--- config.mk ---
export PLATFORM = sky130hd
export DESIGN_NAME = register_scoreboard_flat
export DESIGN_NICKNAME = d
export VERILOG_FILES = /design/src/rtl/register_scoreboard_if.sv /design/src/rtl/register_scoreboard.sv /design/src/flat_wrapper.sv
export SDC_FILE = /design/constraint.sdc
export NUM_CORES = 1
export LEC_CHECK = 0
export ABC_AREA = 0
export BUFFER_PORTS_ARGS = -buffer_cell sky130_fd_sc_hd__buf_2
export CELL_PAD_IN_SITES_DETAIL_PLACEMENT = 0
export CELL_PAD_IN_SITES_GLOBAL_PLACEMENT = 1
export CORE_MARGIN = 2
export CORE_UTILIZATION = 48
export CTS_CLUSTER_DIAMETER = 100
export DETAILED_ROUTE_END_ITERATION = 8
export PLACE_DENSITY_LB_ADDON = 0.3
export SYNTH_ARGS = -nofsm -noshare
export SYNTH_HDL_FRONTEND = slang
export SYNTH_SLANG_ARGS = --single-unit
--- constraint.sdc ---
create_clock -name clock -period 6.1 [get_ports clock]
set_input_delay 1.525 -clock clock [delete_from_list [all_inputs] [get_ports clock]]
set_output_delay 1.525 -clock clock [all_outputs]
set_load 0.02 [all_outputs]
--- src/rtl/register_scoreboard_if.sv ---
// Issue, writeback and flush events into the register scoreboard,
// plus the stall and busy status it reports back to decode.
interface register_scoreboard_if;
    logic        issueValid;
    logic [4:0]  issueRd;
    logic        issueWritesRd;
    logic        issueIsLoad;
    logic [4:0]  issueRs1;
    logic [4:0]  issueRs2;
    logic        issueUsesRs1;
    logic        issueUsesRs2;
    logic        loadReadyValid;
    logic [4:0]  loadReadyRd;
    logic        retireValid;
    logic [4:0]  retireRd;
    logic        killValid;
    logic [4:0]  killRd;
    logic        killLoadPending;
    logic        stall;
    logic        issueAccept;
    logic [31:0] busyVector;
    logic [31:0] loadBusyVector;
    logic        scoreboardError;

    modport master (
        output issueValid, issueRd, issueWritesRd, issueIsLoad,
        output issueRs1, issueRs2, issueUsesRs1, issueUsesRs2,
        output loadReadyValid, loadReadyRd, retireValid, retireRd,
        output killValid, killRd, killLoadPending,
        input  stall, issueAccept, busyVector, loadBusyVector,
        input  scoreboardError
    );

    modport slave (
        input  issueValid, issueRd, issueWritesRd, issueIsLoad,
        input  issueRs1, issueRs2, issueUsesRs1, issueUsesRs2,
        input  loadReadyValid, loadReadyRd, retireValid, retireRd,
        input  killValid, killRd, killLoadPending,
        output stall, issueAccept, busyVector, loadBusyVector,
        output scoreboardError
    );
endinterface

--- src/rtl/register_scoreboard.sv ---
// Per-GPR in-flight write and pending-load counters; drives the
// decode stall on load-use hazards and saturated counters.
module register_scoreboard #(
    parameter int COUNT_WIDTH      = 2,
    parameter int LOAD_COUNT_WIDTH = 2
) (
    input logic                clock,
    input logic                reset,
    register_scoreboard_if.slave sb
);
    localparam int CW = COUNT_WIDTH;
    localparam int LW = LOAD_COUNT_WIDTH;
    localparam logic [CW+1:0] PMAX = (CW+2)'((1 << CW) - 1);
    localparam logic [LW+1:0] LMAX = (LW+2)'((1 << LW) - 1);

    logic [CW-1:0] pend_q [32];
    logic [CW-1:0] pend_d [32];
    logic [LW-1:0] load_q [32];
    logic [LW-1:0] load_d [32];
    logic [31:0]   busy_q, busy_d;
    logic [31:0]   lbusy_q, lbusy_d;
    logic          err_q, err_d;

    logic hz_rs1, hz_rs2, full_rd, full_ld;
    logic stall, accept;

    always_comb begin
        hz_rs1  = sb.issueUsesRs1 && sb.issueRs1 != 5'd0
                  && load_q[sb.issueRs1] != '0;
        hz_rs2  = sb.issueUsesRs2 && sb.issueRs2 != 5'd0
                  && load_q[sb.issueRs2] != '0;
        full_rd = sb.issueWritesRd && sb.issueRd != 5'd0
                  && (CW+2)'(pend_q[sb.issueRd]) == PMAX;
        full_ld = sb.issueIsLoad && sb.issueRd != 5'd0
                  && (LW+2)'(load_q[sb.issueRd]) == LMAX;
        stall   = sb.issueValid
                  && (hz_rs1 || hz_rs2 || full_rd || full_ld);
        accept  = sb.issueValid && !stall;
    end

    logic [4:0]    ri;
    logic [CW+1:0] psum, pdec;
    logic [LW+1:0] lsum, ldec;

    // Each register nets its increments and decrements; anything that
    // falls outside [0, max] saturates and raises the sticky error.
    always_comb begin
        pend_d  = pend_q;
        load_d  = load_q;
        busy_d  = '0;
        lbusy_d = '0;
        err_d   = 1'b0;
        ri      = '0;
        psum    = '0;
        pdec    = '0;
        lsum    = '0;
        ldec    = '0;
        for (int r = 1; r < 32; r++) begin
            ri   = r[4:0];
            psum = (CW+2)'(pend_q[r])
                   + (CW+2)'(accept && sb.issueWritesRd && sb.issueRd == ri);
            pdec = (CW+2)'(sb.retireValid && sb.retireRd == ri)
                   + (CW+2)'(sb.killValid && sb.killRd == ri);
            lsum = (LW+2)'(load_q[r])
                   + (LW+2)'(accept && sb.issueIsLoad && sb.issueRd == ri);
            ldec = (LW+2)'(sb.loadReadyValid && sb.loadReadyRd == ri)
                   + (LW+2)'(sb.killValid && sb.killLoadPending
                             && sb.killRd == ri);
            if (psum < pdec) begin
                pend_d[r] = '0;
                err_d     = 1'b1;
            end else if (psum - pdec > PMAX) begin
                pend_d[r] = PMAX[CW-1:0];
                err_d     = 1'b1;
            end else begin
                pend_d[r] = CW'(psum - pdec);
            end
            if (lsum < ldec) begin
                load_d[r] = '0;
                err_d     = 1'b1;
            end else if (lsum - ldec > LMAX) begin
                load_d[r] = LMAX[LW-1:0];
                err_d     = 1'b1;
            end else begin
                load_d[r] = LW'(lsum - ldec);
            end
            busy_d[r]  = pend_d[r] != '0;
            lbusy_d[r] = load_d[r] != '0;
        end
    end

    always_ff @(posedge clock) begin
        if (reset) begin
            pend_q  <= '{default: '0};
            load_q  <= '{default: '0};
            busy_q  <= '0;
            lbusy_q <= '0;
            err_q   <= 1'b0;
        end else begin
            pend_q  <= pend_d;
            load_q  <= load_d;
            busy_q  <= busy_d;
            lbusy_q <= lbusy_d;
            err_q   <= err_q | err_d;
        end
    end

    assign sb.stall           = stall;
    assign sb.issueAccept     = accept;
    assign sb.busyVector      = busy_q;
    assign sb.loadBusyVector  = lbusy_q;
    assign sb.scoreboardError = err_q;
endmodule
--- src/flat_wrapper.sv ---
// flat-port wrapper written by rule: the top's interface ports become plain ports
module register_scoreboard_flat 
#(
    parameter int COUNT_WIDTH      = 2,
    parameter int LOAD_COUNT_WIDTH = 2
)
  (clock, reset, sb_issueValid, sb_issueRd, sb_issueWritesRd, sb_issueIsLoad, sb_issueRs1, sb_issueRs2, sb_issueUsesRs1, sb_issueUsesRs2, sb_loadReadyValid, sb_loadReadyRd, sb_retireValid, sb_retireRd, sb_killValid, sb_killRd, sb_killLoadPending, sb_stall, sb_issueAccept, sb_busyVector, sb_loadBusyVector, sb_scoreboardError);
  register_scoreboard_if sb_i ();
  input logic clock;
  input logic reset;
  input wire logic [$bits(sb_i.issueValid)-1:0] sb_issueValid;
  input wire logic [$bits(sb_i.issueRd)-1:0] sb_issueRd;
  input wire logic [$bits(sb_i.issueWritesRd)-1:0] sb_issueWritesRd;
  input wire logic [$bits(sb_i.issueIsLoad)-1:0] sb_issueIsLoad;
  input wire logic [$bits(sb_i.issueRs1)-1:0] sb_issueRs1;
  input wire logic [$bits(sb_i.issueRs2)-1:0] sb_issueRs2;
  input wire logic [$bits(sb_i.issueUsesRs1)-1:0] sb_issueUsesRs1;
  input wire logic [$bits(sb_i.issueUsesRs2)-1:0] sb_issueUsesRs2;
  input wire logic [$bits(sb_i.loadReadyValid)-1:0] sb_loadReadyValid;
  input wire logic [$bits(sb_i.loadReadyRd)-1:0] sb_loadReadyRd;
  input wire logic [$bits(sb_i.retireValid)-1:0] sb_retireValid;
  input wire logic [$bits(sb_i.retireRd)-1:0] sb_retireRd;
  input wire logic [$bits(sb_i.killValid)-1:0] sb_killValid;
  input wire logic [$bits(sb_i.killRd)-1:0] sb_killRd;
  input wire logic [$bits(sb_i.killLoadPending)-1:0] sb_killLoadPending;
  output wire logic [$bits(sb_i.stall)-1:0] sb_stall;
  output wire logic [$bits(sb_i.issueAccept)-1:0] sb_issueAccept;
  output wire logic [$bits(sb_i.busyVector)-1:0] sb_busyVector;
  output wire logic [$bits(sb_i.loadBusyVector)-1:0] sb_loadBusyVector;
  output wire logic [$bits(sb_i.scoreboardError)-1:0] sb_scoreboardError;
  assign sb_i.issueValid = sb_issueValid;
  assign sb_i.issueRd = sb_issueRd;
  assign sb_i.issueWritesRd = sb_issueWritesRd;
  assign sb_i.issueIsLoad = sb_issueIsLoad;
  assign sb_i.issueRs1 = sb_issueRs1;
  assign sb_i.issueRs2 = sb_issueRs2;
  assign sb_i.issueUsesRs1 = sb_issueUsesRs1;
  assign sb_i.issueUsesRs2 = sb_issueUsesRs2;
  assign sb_i.loadReadyValid = sb_loadReadyValid;
  assign sb_i.loadReadyRd = sb_loadReadyRd;
  assign sb_i.retireValid = sb_retireValid;
  assign sb_i.retireRd = sb_retireRd;
  assign sb_i.killValid = sb_killValid;
  assign sb_i.killRd = sb_killRd;
  assign sb_i.killLoadPending = sb_killLoadPending;
  assign sb_stall = sb_i.stall;
  assign sb_issueAccept = sb_i.issueAccept;
  assign sb_busyVector = sb_i.busyVector;
  assign sb_loadBusyVector = sb_i.loadBusyVector;
  assign sb_scoreboardError = sb_i.scoreboardError;
  register_scoreboard #(.COUNT_WIDTH(COUNT_WIDTH), .LOAD_COUNT_WIDTH(LOAD_COUNT_WIDTH)) u_core (.clock(clock), .reset(reset), .sb(sb_i));
endmodule
# Yosys cells after proc, flatten, opt, wreduce, memory -nomap -nowiden
# Cells that the tools add are included.
# word_totals
mem_bits_ro	0
out_inout_bits	67
word_cells	1040
reg_bits	189
latchBits	0
memories	0
inputBits	41
ramBits	0
# op_classes
n_mux	260
reduce_logical	270
order_cmp	127
n_eq_ne	126
bitwise	4
n_addsub	186
div	0
n_mul	0
shifts	0
# ops
op	n
== test 5 bit (second input constant)	64
two-way mux 2 bit	132
greater-than comparator 4 x 2 -> 1 bit (second input constant)	62
< comparator 4 bit	62
subtractor 4 bit	62
logical AND 1 bit	199
adder 2 x 1 -> 3 bit	62
== test 5 x 4 -> 1 bit (second input constant)	32
nonzero test 2 bit	64
adder 1 x 1 -> 2 bit	62
two-way mux 1 bit	124
== test 5 x 3 -> 1 bit (second input constant)	16
binary-select mux 2 bit (select 5 bit)	4
== test 5 x 2 -> 1 bit (second input constant)	8
== test 5 x 1 -> 1 bit (second input constant)	4
>= comparator 6 bit (second input constant)	3
NOT 5 -> 6 bit	3
nonzero test 5 bit	3
== test 2 bit (second input constant)	2
logical OR 1 bit	3
logical NOT 1 bit	1
OR 1 bit	1

# Logic depth before layout (Yosys ltp)
# Gate-level depths: netlist of the first run.
# logic_depth
word_depth	142
mapped_depth	25
ltp_nobuf	20

# Least setup slack after synthesis of the first run
# OpenSTA, ideal clock, no wires.
# synth_path
kind	input -> register
startpoint	input sb_issueRd[0]
endpoint	register u_core.err_q, in the netlist u_core.sb.scoreboardError
path_slack_ps	406
arrival_ps	5561
path_buffers	3
setup_time_ps	133
required_ps	5967
stages	20
cell_sequence	buf_6 -> buf_8 -> mux4_2 -> a22oi_1 -> o31ai_1 -> a22o_1 -> o211a_1 -> nand4b_4 -> buf_6 -> nor4_2 -> ha_1 -> ha_1 -> inv_1 -> fa_1 -> ha_1 -> nor4_1 -> nand4_1 -> or4_1 -> nor4_1 -> a31oi_1
# synth_via
elab_chain_cells	141
elab_cells_between_ends	487
classes_between	add/sub: 124; order compare: 124; eq/ne: 33; mux: 130; bitwise: 2; reduce/logical: 74
# synth_rtl
element	line	text
start, declared	flat_wrapper.sv:12	input wire logic [$bits(sb_i.issueRd)-1:0] sb_issueRd;
NOT 5 -> 6 bit (not written as such)	register_scoreboard.sv:33, register_scoreboard.sv:35	
binary-select mux 2 bit (select 5 bit)	register_scoreboard.sv:33	&& (CW+2)'(pend_q[sb.issueRd]) == PMAX;
two-way mux 2 bit (not written as such) (2 in a row)	register_scoreboard.sv:33	
== test 2 bit	register_scoreboard.sv:33	
logical AND 1 bit	register_scoreboard.sv:33	
logical OR 1 bit (2 in a row)	register_scoreboard.sv:37	&& (hz_rs1 || hz_rs2 || full_rd || full_ld);
logical AND 1 bit	register_scoreboard.sv:37	
logical NOT 1 bit	register_scoreboard.sv:38	accept = sb.issueValid && !stall;
[123 not listed]	n/a	
two-way mux 1 bit	register_scoreboard.sv:69	if (psum < pdec) begin
two-way mux 1 bit	register_scoreboard.sv:81	end else if (lsum - ldec > LMAX) begin
two-way mux 1 bit	register_scoreboard.sv:78	if (lsum < ldec) begin
two-way mux 1 bit	register_scoreboard.sv:72	end else if (psum - pdec > PMAX) begin
two-way mux 1 bit	register_scoreboard.sv:69	
two-way mux 1 bit	register_scoreboard.sv:81	
two-way mux 1 bit (*)	register_scoreboard.sv:78	
OR 1 bit (*)	register_scoreboard.sv:104	err_q <= err_q | err_d;
end signal, assigned	register_scoreboard.sv:104	
end, declared	register_scoreboard.sv:22	logic err_q, err_d;
# Mark *: on every way between the ends. The rest lies on a longest branch, timed or not. The select of a mux whose other input is x is not followed.
# A chain may end at the register's enable or synchronous reset.

# Worst setup path in the final report of the first run
# layout_path
startpoint	input sb_issueRd[1]
endpoint	register u_core.err_q, in the netlist u_core.sb.scoreboardError
# Same word-level chain as after synthesis.

==> results of run 1 <==
worst register-to-register path, delay by kind of cell, from the launching register on:
kind                       cells  cell delay [ns]
DFF                            1             0.37
buffers and inverters          8             1.07
muxes                          1             0.51
AOI/OAI and AO/OA              4             0.55
and+or+nand+nor                7             1.56
adders and majority gates      4             0.90
layout make-up:
cell class                      instances  area [sq um]  share of cell area, %
Antenna cell                            1          2.50                 0.0117
Clock inverter                          9          92.6                  0.435
Tap cell                              468           586                   2.75
Multi-Input combinational cell       1327         12100                   57.0
Inverter                              445          1670                   7.84
Sequential cell                       187          3740                   17.6
Clock buffer                           22           464                   2.18
Timing Repair Buffer                  373          2610                   12.3
synth_stat cells (all sizes together), types with 6 or more instances:
master | n | area (sq um)
o21ai | 14 | 70.1
inv | 445 | 1670
nand2 | 103 | 387
ha | 310 | 3880
nor3b | 6 | 45.0
nor4 | 87 | 732
o211ai | 9 | 72.6
nand4 | 14 | 87.6
and2 | 19 | 119
buf | 26 | 181
or2 | 64 | 400
mux2i | 11 | 110
clkbuf | 45 | 169
a211oi | 43 | 323
nand3 | 25 | 125
mux4 | 16 | 360
nor2 | 194 | 728
nor3 | 78 | 390
nor2b | 16 | 100
a21oi | 15 | 75.1
nand2b | 12 | 75.1
o31ai | 60 | 450
a311oi | 47 | 418
dfxtp | 187 | 3740
a22oi | 9 | 67.6
fa | 124 | 2480
worst min path at each step:
stage                 startpoint                 to  slack, ns
2_1_floorplan  u_core.pend_q[60]  u_core.pend_q[60]       0.80
3_5_place_dp   u_core.pend_q[34]  u_core.pend_q[34]       0.84
6_report       u_core.pend_q[34]  u_core.pend_q[34]       0.84
3_3_place_gp   u_core.pend_q[34]  u_core.pend_q[34]       0.84
5_1_grt        u_core.pend_q[40]  u_core.pend_q[40]       0.90
4_1_cts        u_core.pend_q[34]  u_core.pend_q[34]       0.85
logic make-up after synthesis:
| kind of cell | after synthesis |
|---|---|
| DFF | 187 |
| and+or+nand+nor | 637 |
| AOI/OAI and AO/OA | 225 |
| muxes | 29 |
| buffers and inverters | 516 |
| other | 1 |
| adders and majority gates | 434 |
timing repair:
| action | in CTS | in global routing |
|---|---|---|
| setup endpoints to repair | 1 | 1 |
| gates resized for setup | 1 | 37 |
| pin swaps | 0 | 4 |
power breakdown:
part           switching (W)  total, W  internal, W  leakage [nW]
Sequential          0.000263   0.00183      0.00156          1.55
Clock               0.000535   0.00112     0.000585         0.262
Combinational        0.00135   0.00237      0.00102          8.41
Total                0.00215   0.00531      0.00316          10.2
sequential cells by signal (all words and copies together), names as in the netlist:
register	count
u_core.sb.busyVector	31
u_core.sb.scoreboardError	1
u_core.pend_q	62
u_core.sb.loadBusyVector	31
u_core.load_q	62
stage by stage:
stage / setup TNS, ns / power, W / cells / hold slack [ns]
6_report: 0 / 0.00531 / 2832 / 0.845
5_1_grt: -0.0261 / 0.00562 / 2831 / 0.902
4_1_cts: 0 / 0.00526 / 2831 / 0.849
3_5_place_dp: -1.84 / 0.00413 / 2800 / 0.838
3_3_place_gp: -1.16 / 0.00409 / 2800 / 0.839
2_1_floorplan: 0 / 0.00312 / 2030 / 0.795
metal layers:
metal  share of wire, %  vias up  track usage [%]
li1                   -     7492                -
met1                 40     7900             42.3
met2                 45      673             54.8
met3                7.9      186             6.55
met4                6.5        0             18.8
met5                  0        -                0
==> metrics.txt, run 1 <==
Setup Crit Path Kind primary input to flip-flop; CTS root buf clkbuf_16; ANT nets after route 0; # fillers 3,309; Placeable Area 36,400 sq um; P_leak 10.2 nW; Worst EP arrival 6.26 ns; R2R depth 24; Slew Viols, Final 0; Crit path required time 6.42 ns; most common library cell in the layout ignoring fill and taps inv_1; Setup Skew 0.0156 ns; Slew headroom 32.8%; vias in the first global route 16,400; sequential cell area fraction in the yosys report 21.2%; Die H 196 microns; fin crit period 5.94 ns; Starting Density 48.5%; total global-route track usage 33.8%; DRT Pass-1 Iters 7; CP peak stage delay 0.41 ns; DP HPWL 52,700 microns; Post-CTS Setup Bufs 0; multiplexer share of the synthesized area 2.79%; Fmax 168 MHz; commonest non-fill, non-tap cells in the layout inv_1, ha_1, buf_4; Slew @ Worst Pin 1.01 ns; Most used DFF post-synth dfxtp_1; nets@finish 2,826; post-route design area 21,300 sq um; Placed Area 20,500 sq um; Post-Synth XOR/XNOR Area 0%; largest net degree at the start of global routing 78; Seq cells post-synth 187; compound-gate portion of the synthesized area 9.64%; cell count along the critical path 26; die area 38,400 sq um; max-cap viol count 0; Netlist cell types 64; Post-synth EDFFs 0; Clock Pin Slew Worst Setup and Hold Paths 0.07 ns; Mapped Area 17,700 sq um; GP Congestion 0.993; post-synthesis adder-cell area fraction 36.0%; share of layout cells above drive strength 1 23.0%; clk_lat worst skew 0.46 ns; Crit. End Element flip-flop; Tcrit/Tclk final 97.3%; vias post-DR 16,300; Setup WS post-layout 0.164 ns; initial antenna violation count 1; HP Class flip-flop to flip-flop; clk buf depth 2; crit path from sb_issueRd[1]; Startpoint Class primary input; CP Buf/Inv Count 10; worst hold stages 4; r2r startpoint u_core.load_q[16]; ys async rst share 0%; via-per-instance ratio 5.74; Remaining DRCs 0; hold_buf cts 0; Finish-stage setup viols 0; synthesized area per cell 8.71 sq um; Area Overhead vs Synth 20.5%; clk sinks 187; wire per inst 22.4 microns; Final Hold Vio Count 0; std cell rows 70; Inserted Clock Buffers 17; worst reg2reg setup slack 1.00 ns; Top Ports 108; die width 196 microns; Synth Area in Simple Gates 19.0%; grt total ovfl 0; end of the critical path u_core.sb.scoreboardError; Starting DRT DRC Count 1,266; CP max FO 18; first-pass GRT wire length 96,100 microns; H-tree lvl count 4; maximum vdd drop 0.203 mV; Routed WL 63,400 microns; Slowest-stage cell, CP a311oi_2; CTS tree yes; Final Util 58.5%; Place WS -0.623 ns; CP most frequent cell buf_4; Cell Pwr Density 249 nW/um^2; Syn Inst Count 2,029; status completed; Ys Warns 0; # port buffers 105; largest family of logic cells by synthesized area adder cells; family with the most delay on the worst path buffers and inverters; R2R Path End u_core.sb.scoreboardError
Note: power is estimated with default switching activity, not from simulation.
==> run 2: changes to the inputs <==
==> constraint.sdc (replaced) <==
create_clock -name clock -period 6.6 [get_ports clock]
set_input_delay 1.65 -clock clock [delete_from_list [all_inputs] [get_ports clock]]
set_output_delay 1.65 -clock clock [all_outputs]
set_load 0.02 [all_outputs]
==> run 2 against run 1 <==
Effect of this change: die area stayed put; register-to-register slack better by 0.36 ns; sequential cell count stayed put.
==> metrics.txt, run 2 (synthesis gave the netlist of run 1 again) <==
max-cap viol count 0 (unchanged); Worst EP arrival 6.72 ns (+0.46 ns); Clock Pin Slew Worst Setup and Hold Paths 0.07 ns (about the same); CTS resizes 0 (-1); Overall Power 0.00483 W (-9.0%); Final Hold Vio Count 0 (unchanged); Top Ports 108 (unchanged); ANT nets after route 0 (unchanged); placed cells 2,672 (-4.6%); Cell Pwr Density 239 nW/um^2 (-4.0%); Setup Skew 0.0117 ns (-0.00393 ns); CTS tree yes; Starting DRT DRC Count 1,183 (-6.6%); nets@finish 2,698 (-4.5%); CP peak stage delay 0.50 ns (+0.09 ns); Largest regs u_core.load_q (62), u_core.pend_q (62); CP max FO 26 (+8); die width 196 microns (unchanged); Startpoint Class primary input; Routed WL 62,100 microns (-2.1%); status completed; setup TNS 0 ns (unchanged); DRT Pass-1 Iters 5 (-2); GP Congestion 1.01 (+1.5%); H-tree lvl count 4 (unchanged); std cell rows 70 (unchanged); largest net degree at the start of global routing 75 (-3.8%); clk buf depth 2 (unchanged); vias in the first global route 15,800 (-4.0%); Finish-stage setup viols 0 (unchanged); CP Buf/Inv Count 6 (-4); # port buffers 105 (unchanged); family with the most delay on the worst path simple AND/OR/NAND/NOR gates; maximum vdd drop 0.190 mV (-6.2%); Inserted Clock Buffers 17 (unchanged); first-pass GRT wire length 93,400 microns (-2.8%); Starting Density 48.5% (unchanged); Crit path required time 6.91 ns (+0.49 ns); die area 38,400 sq um (unchanged); Placeable Area 36,400 sq um (unchanged); vias post-DR 15,600 (-4.1%); Slew @ Worst Pin 0.957 ns (-0.0504 ns); fin crit period 6.41 ns; final cell count without fillers 2,702 (-4.6%); CP most frequent cell buf_12; Slew Viols, Final 0 (unchanged); HP Class flip-flop to flip-flop; share of layout cells above drive strength 1 17.6% (-5.4 points); P_leak 9.59 nW (-6.2%); Remaining DRCs 0 (unchanged); Slowest-stage cell, CP nor4_2; cells along the critical path buf_2 -> buf_12 -> nor2b_1 -> buf_4 -> a311o_1 -> o211ai_1 -> o21ai_1 -> a311oi_2 -> o211ai_2 -> buf_12 -> buf_12 -> nor4_1 -> ha_1 -> inv_1 -> fa_1 -> o31ai_1 -> nand2_1 -> nor4_2 -> nand4_1 -> nor4_1 -> a31oi_1; grt total ovfl 0 (unchanged); Tcrit/Tclk final 97.1%; Crit. End Element flip-flop; Slew headroom 36.2% (+3.4 points); clk sinks 187 (unchanged); RSZ-0062 raised after global routing false; initial antenna violation count 2 (+1); CTS root buf clkbuf_16; Die H 196 microns (unchanged); commonest non-fill, non-tap cells in the layout inv_1, ha_1, nor2_1; most common library cell in the layout ignoring fill and taps inv_1; Fmax 156 MHz; Setup Crit Path Kind primary input to flip-flop; wire per inst 23.0 microns (+2.6%); hold_buf cts 0 (unchanged); DP HPWL 51,500 microns (-2.3%); Area Overhead vs Synth 14.3%; clk_lat worst skew 0.47 ns (about the same); Post-CTS Setup Bufs 0 (unchanged); Final Util 55.4% (-3.0 points); total global-route track usage 33.1% (-0.66 points); via-per-instance ratio 5.77 (+0.55%)
==> run 2: per-layer routing <==
layer / routed length (microns) / global-route usage (%) / vias to the layer above
met2: 28200 / 53.4 / 634
met1: 25200 / 41.7 / 7579
met4: 3460 / 16.8 / 2
met3: 5290 / 7.44 / 164
li1: - / - / 7212
met5: 11 / 0 / -
==> run 2: area by class of cell <==
cell class                      instances  area, sq um
Inverter                              445         1670
Tap cell                              468          586
Fill cell                            3336        16200
Multi-Input combinational cell       1327        12000
Sequential cell                       187         3740
Clock buffer                           22          474
Clock inverter                          7          139
Timing Repair Buffer                  245         1630
Antenna cell                            1         2.50
==> run 2: final timing paths <==
path	start	endpoint	slack, ns	cells after the start
worst max-delay path	sb_issueRd[1]	u_core.sb.scoreboardError	0.19	21
worst min-delay path	u_core.pend_q[22]	u_core.pend_q[22]	0.87	4
worst max register to register	u_core.load_q[30]	u_core.sb.scoreboardError	1.36	18
worst min register to register	u_core.pend_q[22]	u_core.pend_q[22]	0.87	4
==> run 2: worst register-to-register path: cells and delay by family (launching register included) <==
| family | cells | cell delay, ns |
|---|---|---|
| compound gates | 4 | 0.70 |
| fa+ha+maj | 2 | 0.70 |
| buf+inv | 3 | 0.40 |
| flops | 1 | 0.37 |
| mux | 1 | 0.49 |
| simple gates | 8 | 2.42 |
==> run 2: per-stage QoR <==
| step | hold WS (ns) | setup WS [ns] | cell area [sq um] |
|---|---|---|---|
| floorplan | 0.795 | 0.781 | 17700 |
| global placement | 0.835 | -0.315 | 19500 |
| detailed placement | 0.845 | -0.327 | 19500 |
| CTS | 0.871 | 0.145 | 20200 |
| global route | 0.908 | 0.00380 | 20200 |
| finish | 0.870 | 0.189 | 20200 |
==> run 2: where the power goes <==
part | switching (W) | internal (W)
sequential | 0.000254 | 0.00144
clock | 0.000477 | 0.000658
combinational | 0.00119 | 0.000815
==> run 3: changes to the inputs <==
--- a/config.mk
+++ b/config.mk
@@ -6,10 +6,9 @@
 export NUM_CORES = 1
 export LEC_CHECK = 0
 export ABC_AREA = 0
-export BUFFER_PORTS_ARGS = -buffer_cell sky130_fd_sc_hd__buf_2
+export BUFFER_PORTS_ARGS = -buffer_cell sky130_fd_sc_hd__buf_4
 export CELL_PAD_IN_SITES_DETAIL_PLACEMENT = 0
 export CELL_PAD_IN_SITES_GLOBAL_PLACEMENT = 1
-export CORE_MARGIN = 2
 export CORE_UTILIZATION = 48
 export CTS_CLUSTER_DIAMETER = 100
 export DETAILED_ROUTE_END_ITERATION = 8
==> run 3 against run 2 <==
Effect of this change: non-clock buffer count decreased by 60; design area decreased by 1.4%; clock power decreased by 7%.
==> metrics.txt, run 3 (synthesis gave the netlist of run 1 again) <==
wire per inst 23.0 microns (about the same); maximum vdd drop 0.176 mV (-7.5%); Crit. End Element flip-flop; r2r startpoint u_core.load_q[19]; DP HPWL 49,400 microns (-4.1%); placed cells 2,605 (-2.5%); final cell count without fillers 2,637 (-2.4%); footprint of the multi-input gates 11,900 sq um (-0.13%); DRT Pass-1 Iters 6 (+1); CTS root buf clkbuf_16; clk buf depth 2 (unchanged); Routed WL 60,600 microns (-2.4%); hold path startpoint u_core.pend_q[28]; die area 37,600 sq um (-2.0%); CTS resizes 1 (+1); Setup Crit Path Kind primary input to flip-flop; Clock Pin Slew Worst Setup and Hold Paths 0.08 ns (about the same); clk_lat worst skew 0.47 ns (about the same); vias post-DR 15,300 (-1.6%); Slew headroom 26.0% (-10 points); P_leak 9.31 nW (-2.9%); Inserted Clock Buffers 17 (unchanged); worst hold slack 0.852 ns (-0.0180 ns); commonest non-fill, non-tap cells in the layout inv_1, ha_1, nor2_1; ANT nets after route 0 (unchanged); initial antenna violation count 3 (+1); vias in the first global route 15,500 (-1.6%); total global-route track usage 33.0% (-0.11 points); hold_buf cts 0 (unchanged); H-tree lvl count 4 (unchanged); Setup Skew 0.0178 ns (+0.00611 ns); fin crit period 6.30 ns (-0.115 ns); Starting Density 49.2% (+0.70 points); Slew @ Worst Pin 1.11 ns (+0.153 ns); max-cap viol count 0 (unchanged); crit path from sb_issueRd[1]; Remaining DRCs 0 (unchanged); register area 3740 sq um (unchanged); Cell Pwr Density 241 nW/um^2 (+0.65%); Top Ports 108 (unchanged); largest net degree at the start of global routing 88 (+17%); CTS tree yes; grt total ovfl 0 (unchanged); Tcrit/Tclk final 95.4% (-1.7 points); # port buffers 105 (unchanged); Area Overhead vs Synth 12.7%; Placeable Area 35,900 sq um (-1.4%); RSZ-0062 raised after global routing false; GP Congestion 0.991 (-1.6%); status completed; CP max FO 27 (+3.8%); clk sinks 187 (unchanged); share of layout cells above drive strength 1 15.3% (-2.3 points); Overall Power 0.00480 W (-0.71%); via-per-instance ratio 5.82 (+0.85%); most common library cell in the layout ignoring fill and taps inv_1; Post-CTS Setup Bufs 0 (unchanged); Final Hold Vio Count 0 (unchanged); HP Class flip-flop to flip-flop; Startpoint Class primary input; Slew Viols, Final 0 (unchanged); Fmax 159 MHz (+1.8%); nets@finish 2,638 (-2.2%); Largest regs u_core.load_q (62), u_core.pend_q (62); die width 194 microns (-1.0%); diodes inserted 0 (-1); Finish-stage setup viols 0 (unchanged); first-pass GRT wire length 91,800 microns (-1.7%); Worst EP arrival 6.63 ns (-0.09 ns); # fillers 3,345 (+0.27%); Die H 194 microns (-1.0%); Crit path required time 6.94 ns (+0.03 ns); Starting DRT DRC Count 1,268 (+7.2%); std cell rows 69 (-1.4%)
-- run 3: cell types whose count changed in the layout (fill, tap and decap cells not counted), moves of 2 or more --
cell and change:
nor4_2 -2, bufinv_16 -3, nor4_1 +2, clkinvlp_4 +2, buf_4 +45, buf_2 -103, clkinv_4 +3
-- run 3: power breakdown --
group / leakage (nW) / switching, W / internal (W)
combinational: 7.48 / 0.00118 / 0.000866
sequential: 1.55 / 0.000253 / 0.00145
clock: 0.279 / 0.000510 / 0.000545
-- run 3: stage by stage --
stage	utilization [%]	worst slack [ns]	cell area, sq um	setup TNS (ns)
floorplan	-	0.781	17700	0
detailed placement	53.8	-0.503	19300	-0.503
CTS	55.4	0.171	19900	0
global route	55.5	0.0393	19900	0
finish	55.5	0.304	19900	0
global placement	53.8	-0.399	19300	-0.399
-- run 3: layout make-up --
cell class	count	share of cell area (%)
Timing Repair Buffer	185	7.16
Clock buffer	20	2.29
Tap cell	461	2.89
Sequential cell	187	18.8
Multi-Input combinational cell	1327	59.9
Clock inverter	12	0.578
Inverter	445	8.38
-- run 3: critical path, stage by stage --
cell and delay, ns:
buf_4 0.25, buf_12 0.22, and2_0 0.39, o211ai_1 0.15, nand3_1 0.11, o21ai_1 0.08
a311oi_2 0.35, o211ai_2 0.16, buf_4 0.21, buf_4 0.16, nor4_1 0.32, ha_1 0.18
inv_1 0.04, ha_1 0.20, inv_1 0.07, fa_1 0.16, inv_1 0.04, ha_1 0.26
nor4_1 0.50, buf_4 0.20, nand4_1 0.08, or4_1 0.42, nor4_1 0.29, a31oi_1 0.12
-- run 3: final timing paths --
path                                             endpoint  slack (ns)  depth (start not counted)
worst max-delay path            u_core.sb.scoreboardError        0.30                         24
worst min-delay path                    u_core.pend_q[28]        0.85                          4
worst max register to register  u_core.sb.scoreboardError        1.23                         22
worst min register to register          u_core.pend_q[28]        0.85                          4
-- run 3: per-layer routing --
layer	GRT usage [%]	part of all wire [%]
met5	0	0.059
met4	18.2	5.9
met3	8.49	8.7
met2	52.0	44
met1	41.3	41
